### src/rtl/uart_rx_if.sv
// Receiver-side bundle: serial line and acknowledge in, byte and sticky status flags out.
// The master modport is the line/consumer side, the slave modport is the receiver.
interface uart_rx_if;
  typedef logic [7:0] data_t;

  logic  rx;
  logic  clear_interrupt;
  data_t uart_data;
  logic  rx_interrupt;
  logic  framing_error;
  logic  overrun;
  logic  parity_error;

  modport master (
    output rx, clear_interrupt,
    input  uart_data, rx_interrupt, framing_error, overrun, parity_error
  );

  modport slave (
    input  rx, clear_interrupt,
    output uart_data, rx_interrupt, framing_error, overrun, parity_error
  );
endinterface

### src/rtl/uart_rx.sv
// uart_rx: mid-bit sampling 8N1 receiver with sticky byte/error flags; UART_RX_PARITY_EN adds an even parity bit.
// Byte and flags update the cycle after the stop sample; no backpressure, an unacknowledged byte is overwritten and flagged.
module uart_rx #(
  parameter int CLK_FREQ  = 50_000_000,
  parameter int BAUD_RATE = 115200
) (
  input  logic     clk,
  input  logic     rst,
  uart_rx_if.slave bus
);
  typedef logic [7:0] data_t;

  localparam int CPB  = CLK_FREQ / BAUD_RATE;
  localparam int HALF = CPB / 2;
  localparam int CW   = $clog2(CPB);

  typedef enum logic [2:0] {
    S_IDLE,
    S_START,
    S_DATA,
    S_STOP
`ifdef UART_RX_PARITY_EN
    , S_PARITY
`endif
  } state_t;

  logic [1:0]    sync_q;
  logic          rx_s;
  state_t        state_q, state_d;
  logic [CW-1:0] cyc_q, cyc_d;
  logic [2:0]    bit_q, bit_d;
  data_t         shift_q, shift_d;
  data_t         data_q, data_d;
  logic          irq_q, irq_d;
  logic          ferr_q, ferr_d;
  logic          ovr_q, ovr_d;
  logic          bit_end;
  logic          good_stb;
  logic          ferr_stb;
`ifdef UART_RX_PARITY_EN
  logic          par_bad_q, par_bad_d;
  logic          perr_q, perr_d;
  logic          perr_stb;
`endif

  assign rx_s    = sync_q[1];
  assign bit_end = (cyc_q == CW'(CPB - 1));

  always_ff @(posedge clk or posedge rst) begin
    if (rst) begin
      sync_q    <= 2'b11;
      state_q   <= S_IDLE;
      cyc_q     <= '0;
      bit_q     <= '0;
      shift_q   <= '0;
      data_q    <= '0;
      irq_q     <= 1'b0;
      ferr_q    <= 1'b0;
      ovr_q     <= 1'b0;
`ifdef UART_RX_PARITY_EN
      par_bad_q <= 1'b0;
      perr_q    <= 1'b0;
`endif
    end else begin
      sync_q    <= {sync_q[0], bus.rx};
      state_q   <= state_d;
      cyc_q     <= cyc_d;
      bit_q     <= bit_d;
      shift_q   <= shift_d;
      data_q    <= data_d;
      irq_q     <= irq_d;
      ferr_q    <= ferr_d;
      ovr_q     <= ovr_d;
`ifdef UART_RX_PARITY_EN
      par_bad_q <= par_bad_d;
      perr_q    <= perr_d;
`endif
    end
  end

  always_comb begin
    state_d   = state_q;
    cyc_d     = cyc_q + 1'b1;
    bit_d     = bit_q;
    shift_d   = shift_q;
    good_stb  = 1'b0;
    ferr_stb  = 1'b0;
`ifdef UART_RX_PARITY_EN
    par_bad_d = par_bad_q;
    perr_stb  = 1'b0;
`endif
    case (state_q)
      S_IDLE: begin
        cyc_d = '0;
        if (!rx_s) state_d = S_START;
      end
      S_START: begin
        // A start bit that is already high again at mid-bit is line noise.
        if (cyc_q == CW'(HALF - 1)) begin
          cyc_d   = '0;
          bit_d   = '0;
          state_d = rx_s ? S_IDLE : S_DATA;
        end
      end
      S_DATA: begin
        if (bit_end) begin
          cyc_d   = '0;
          shift_d = {rx_s, shift_q[7:1]};
          bit_d   = bit_q + 1'b1;
          if (bit_q == 3'd7) begin
`ifdef UART_RX_PARITY_EN
            state_d = S_PARITY;
`else
            state_d = S_STOP;
`endif
          end
        end
      end
`ifdef UART_RX_PARITY_EN
      S_PARITY: begin
        if (bit_end) begin
          cyc_d     = '0;
          par_bad_d = rx_s ^ (^shift_q);
          state_d   = S_STOP;
        end
      end
`endif
      S_STOP: begin
        // Leaving mid-stop-bit lets the next start edge be caught without a gap.
        if (bit_end) begin
          cyc_d    = '0;
          state_d  = S_IDLE;
          ferr_stb = !rx_s;
`ifdef UART_RX_PARITY_EN
          good_stb = rx_s && !par_bad_q;
          perr_stb = par_bad_q;
`else
          good_stb = rx_s;
`endif
        end
      end
      default: state_d = S_IDLE;
    endcase
  end

  always_comb begin
    data_d = data_q;
    irq_d  = irq_q;
    ferr_d = ferr_q;
    ovr_d  = ovr_q;
`ifdef UART_RX_PARITY_EN
    perr_d = perr_q;
`endif
    if (bus.clear_interrupt) begin
      irq_d  = 1'b0;
      ferr_d = 1'b0;
      ovr_d  = 1'b0;
`ifdef UART_RX_PARITY_EN
      perr_d = 1'b0;
`endif
    end
    // A clear in the same cycle means the previous byte was consumed, so no overrun.
    if (good_stb) begin
      data_d = shift_q;
      irq_d  = 1'b1;
      if (irq_q && !bus.clear_interrupt) ovr_d = 1'b1;
    end
    if (ferr_stb) ferr_d = 1'b1;
`ifdef UART_RX_PARITY_EN
    if (perr_stb) perr_d = 1'b1;
`endif
  end

  assign bus.uart_data     = data_q;
  assign bus.rx_interrupt  = irq_q;
  assign bus.framing_error = ferr_q;
  assign bus.overrun       = ovr_q;
`ifdef UART_RX_PARITY_EN
  assign bus.parity_error  = perr_q;
`else
  assign bus.parity_error  = 1'b0;
`endif
endmodule

### src/flat_wrapper.sv
// flat-port wrapper written by rule: the top's interface ports become plain ports
module uart_rx_flat 
#(
  parameter int CLK_FREQ  = 50_000_000,
  parameter int BAUD_RATE = 115200
)
  (clk, rst, bus_rx, bus_clear_interrupt, bus_uart_data, bus_rx_interrupt, bus_framing_error, bus_overrun, bus_parity_error);
  uart_rx_if bus_i ();
  input  logic clk;
  input  logic rst;
  input wire logic [$bits(bus_i.rx)-1:0] bus_rx;
  input wire logic [$bits(bus_i.clear_interrupt)-1:0] bus_clear_interrupt;
  output wire logic [$bits(bus_i.uart_data)-1:0] bus_uart_data;
  output wire logic [$bits(bus_i.rx_interrupt)-1:0] bus_rx_interrupt;
  output wire logic [$bits(bus_i.framing_error)-1:0] bus_framing_error;
  output wire logic [$bits(bus_i.overrun)-1:0] bus_overrun;
  output wire logic [$bits(bus_i.parity_error)-1:0] bus_parity_error;
  assign bus_i.rx = bus_rx;
  assign bus_i.clear_interrupt = bus_clear_interrupt;
  assign bus_uart_data = bus_i.uart_data;
  assign bus_rx_interrupt = bus_i.rx_interrupt;
  assign bus_framing_error = bus_i.framing_error;
  assign bus_overrun = bus_i.overrun;
  assign bus_parity_error = bus_i.parity_error;
  uart_rx #(.CLK_FREQ(CLK_FREQ), .BAUD_RATE(BAUD_RATE)) u_core (.clk(clk), .rst(rst), .bus(bus_i));
endmodule
### config.mk
export PLATFORM = sky130hd
export DESIGN_NAME = uart_rx_flat
export DESIGN_NICKNAME = d
export VERILOG_FILES = /design/src/rtl/uart_rx_if.sv /design/src/rtl/uart_rx.sv /design/src/flat_wrapper.sv
export SDC_FILE = /design/constraint.sdc
export NUM_CORES = 1
export LEC_CHECK = 0
export ABC_CLOCK_PERIOD_IN_PS = 2100
export BUFFER_PORTS_ARGS = -buffer_cell sky130_fd_sc_hd__buf_2
export CAP_MARGIN = 20
export CORE_MARGIN = 2
export CORE_UTILIZATION = 57
export CTS_CLUSTER_SIZE = 40
export DETAILED_ROUTE_END_ITERATION = 8
export PLACE_DENSITY = 0.77
export SETUP_SLACK_MARGIN = 0.05
export SLEW_MARGIN = 5
export SYNTH_ARGS = -nofsm -noshare
export SYNTH_HDL_FRONTEND = slang
export SYNTH_SLANG_ARGS = --single-unit
### constraint.sdc
create_clock -name clk -period 2.1 [get_ports clk]
set_input_delay 0.105 -clock clk [delete_from_list [all_inputs] [get_ports clk]]
set_output_delay 0.105 -clock clk [all_outputs]
set_load 0.05 [all_outputs]
==> impl_metrics.csv <==
group,metric,value,unit
clock_tree,cts_root_buf,"clkbuf_4",
global_routing,grt_pass1_vias,1023,
detailed_routing,drt-pass1-iter-count,4,
detailed_routing,post_drt_via_cell_ratio,5.91,
power_and_ir_drop,peakVddDrop,0.000553,V
worst_setup_path,r2r_start,"u_core.cyc_q[1]",
timing,fin_crit_sh,0.907,
global_routing,grt_util_met3,0.0771,
timing,max_slew.worst_pin.slew,0.551,ns
clock_tree,cts_sinks,35,
worst_setup_path,crit_slowest_cell,"dfrtp_1",
timing,slew_violations,0,
place,io_buffer_count,14,
synth,synthDistinctLibCells,39,
worst_setup_path,cp_data_required_time,2.32,ns
synth,synth.largest_area_cell,"dfrtp_1",
worst_setup_path,reg2reg_depth,6,
final_layout,diodes,0,
synth,synthesis.nets,135,
worst_setup_path,cp-start-kind,"flop",
power_and_ir_drop,leakage,0.874,nW
global_routing,grtUsageMet1,0.267,
worst_setup_path,crit_fanout,10,
final_layout,final_net_count,160,
worst_setup_path,cpLargestDelayFamily,"simple AND/OR/NAND/NOR gates",
synth,ys_seq_area_frac,0.550,
worst_setup_path,slowest_delay,0.41,ns
final_layout,area_growth,12.8,%
synth,synth-edff-count,0,
clock_tree,numCtsBuffers,5,
place,hpwl,1930,um
synth,synth_common_cells,"dfrtp_1, mux2_2, a21oi_1, ha_1, inv_1",
detailed_routing,drt_iter0_markers,40,
global_routing,grt_max_degree,36,
detailed_routing,wl,2840,um
timing,setup_violations,0,
detailed_routing,ant_nets,0,
synth,synth_top_area_frac,0.517,
clock_tree,htree_levels,2,
final_layout,drive_above_1_share,0.329,
min_path,min-delay-path-class,"in -> reg",
outcome,status,"finished, final reports clean",
global_routing,grt-busiest-layer,"met2",
clock_tree,path_clk_slew,0.10,ns
synth,ys_top_cells_by_area,"dfrtp_1, mux2_2, ha_1",
timing,maxSlewHeadroom,0.630,
floorplanning,dieArea,3240,um2
timing,timing.fmax,525,MHz
synth,yosys_warnings,0,
timing,fin_skew,0.00639,ns
clock_tree,clk_latency,0.34,ns
synth,syn_inst,126,
worst_setup_path,rrSetupSlack,0.19,ns
timing,finalHoldViolations,0,
clock_tree,cts_buffer_depth,2,
floorplanning,pin_count,16,
detailed_routing,drc,0,
worst_setup_path,end_kind,"flop",
final_layout,nFillCells,215,
worst_setup_path,worstReg2RegEnd,"u_core.bus.uart_data[2]",
synth,synth_flop_cell,"dfrtp_1",
worst_setup_path,cp.depth,6,
worst_setup_path,path_buf_inv,2,
floorplanning,chipWidth,56.9,um
global_routing,grt_use_total,0.197,
global_routing,grt_first_pass_wirelength,4800,um
place,place.gp.congestion,0.779,
global_routing,antenna_found_initial,0,
job,max_cap_violations,0,
timing,grt_setup_unrepaired,"false",
detailed_routing,wire_per_inst,15.5,um
synth,async_flop_share,1.00,
synth,post-synth-top-count-cell,"dfrtp_1",
detailed_routing,num_vias,1082,
global_routing,overflow,0,
floorplanning,coreArea,2710,um2
global_routing,use_met2,0.292,
worst_setup_path,crit_end,"u_core.bus.uart_data[2]",
power_and_ir_drop,total_power,1.05,mW
floorplanning,die_h,56.9,um
timing,timing.hold.ws,0.0900,ns
clock_tree,cts_tree,"done",
synth,syn_avg_cell_area,12.7,um2
final_layout,finish.utilization,0.665,
worst_setup_path,path_cells,"inv_1 -> ha_1 -> nand4bb_2 -> nor4_4 -> buf_4 -> mux2_2",
synth,ys_ff_latch,35,
timing,setup_tns,0,ns
worst_setup_path,cp-startpoint,"u_core.cyc_q[1]",
floorplanning,start_util,0.590,
synth,synth_area,1600,um2
floorplanning,rows,19,
worst_setup_path,critical_path_class,"reg -> reg",
timing,period_needed,1.91,ns
power_and_ir_drop,power_density,583,nW/um2
worst_setup_path,arrival,2.13,ns
## layer usage
layer | share of wire | vias to the layer above
li1 | - | 518
met1 | 0.47 | 534
met2 | 0.46 | 22
met3 | 0.048 | 8
met4 | 0.021 | 0
met5 | 0 | -
## cells by family after synthesis
family	Yosys count	share of synthesized area
simple gates	34	0.157
buf+inv	8	0.0243
other cells	1	0.00235
mux	16	0.113
flops	35	0.550
fa+ha+maj	5	0.0392
xor+xnor	3	0.0164
compound gates	24	0.0987
## cells in the final DEF (no fill, tap or decap), types with 3 or more instances in the layout
master	instances
a22oi_1	4
nand2_1	3
dfrtp_1	33
nand3_1	4
clkbuf_4	5
buf_4	5
inv_1	5
buf_2	14
mux2_2	16
a21oi_1	5
ha_1	5
a22o_1	3
o21ai_0	4
or3_1	4
nor3_1	4
## tightest hold or removal path, stage by stage
cell and delay [ns]:
buf_2 0.11, inv_1 0.06, a22o_1 0.12
## report_power, final
group / leakage (nW) / internal, mW / switching, mW
registers: 0.467 / 0.677 / 0.00170
clock network: 0.0282 / 0.129 / 0.217
logic: 0.378 / 0.00611 / 0.0196
total: 0.874 / 0.812 / 0.238
## what timing repair did
item / in CTS / in global routing
endpoints found under the setup margin: 0 / 8
resized for setup: 0 / 1
endpoints found under the hold margin: 34 / 0
buffers inserted: 0 / 0
hold buffers: 2 / 0
## registers in the layout (all words and copies together), names as in the netlist
register                  flops
u_core.sync_q                 2
u_core.cyc_q                  9
u_core.shift_q                8
u_core.bus.uart_data          8
u_core.bus.overrun            1
u_core.state_q                2
u_core.bus.framing_error      1
u_core.bit_q                  3
u_core.bus.rx_interrupt       1
## layout make-up
cell class              count  area [um2]  share of cell area
clock buffers               6        41.3              0.0229
clock inverters             2        12.5             0.00694
inverters                   5        18.8              0.0104
flip-flops and latches     35         878               0.487
multi-input cells          83         686               0.380
repair buffers             21         128              0.0708
well taps                  31        38.8              0.0215
## worst min-delay path by stage
stage,end,from,cells past startpoint
CTS,u_core.bus.overrun,bus_clear_interrupt,3
finish,u_core.bus.overrun,bus_clear_interrupt,3
global route,u_core.bus.overrun,bus_clear_interrupt,3
detailed placement,u_core.sync_q[0],bus_rx,1
global placement,u_core.cyc_q[4],rst,3
floorplan,u_core.sync_q[0],bus_rx,0
## through the flow
step                setup slack [ns]  cell area, um2  instances
floorplan                      0.316            1600        126
global placement               0.206            1720        173
detailed placement             0.107            1720        173
CTS                           0.0933            1800        183
global route                  0.0912            1800        183
finish                         0.195            1800        183
Note: power is estimated with default switching activity, not from simulation.
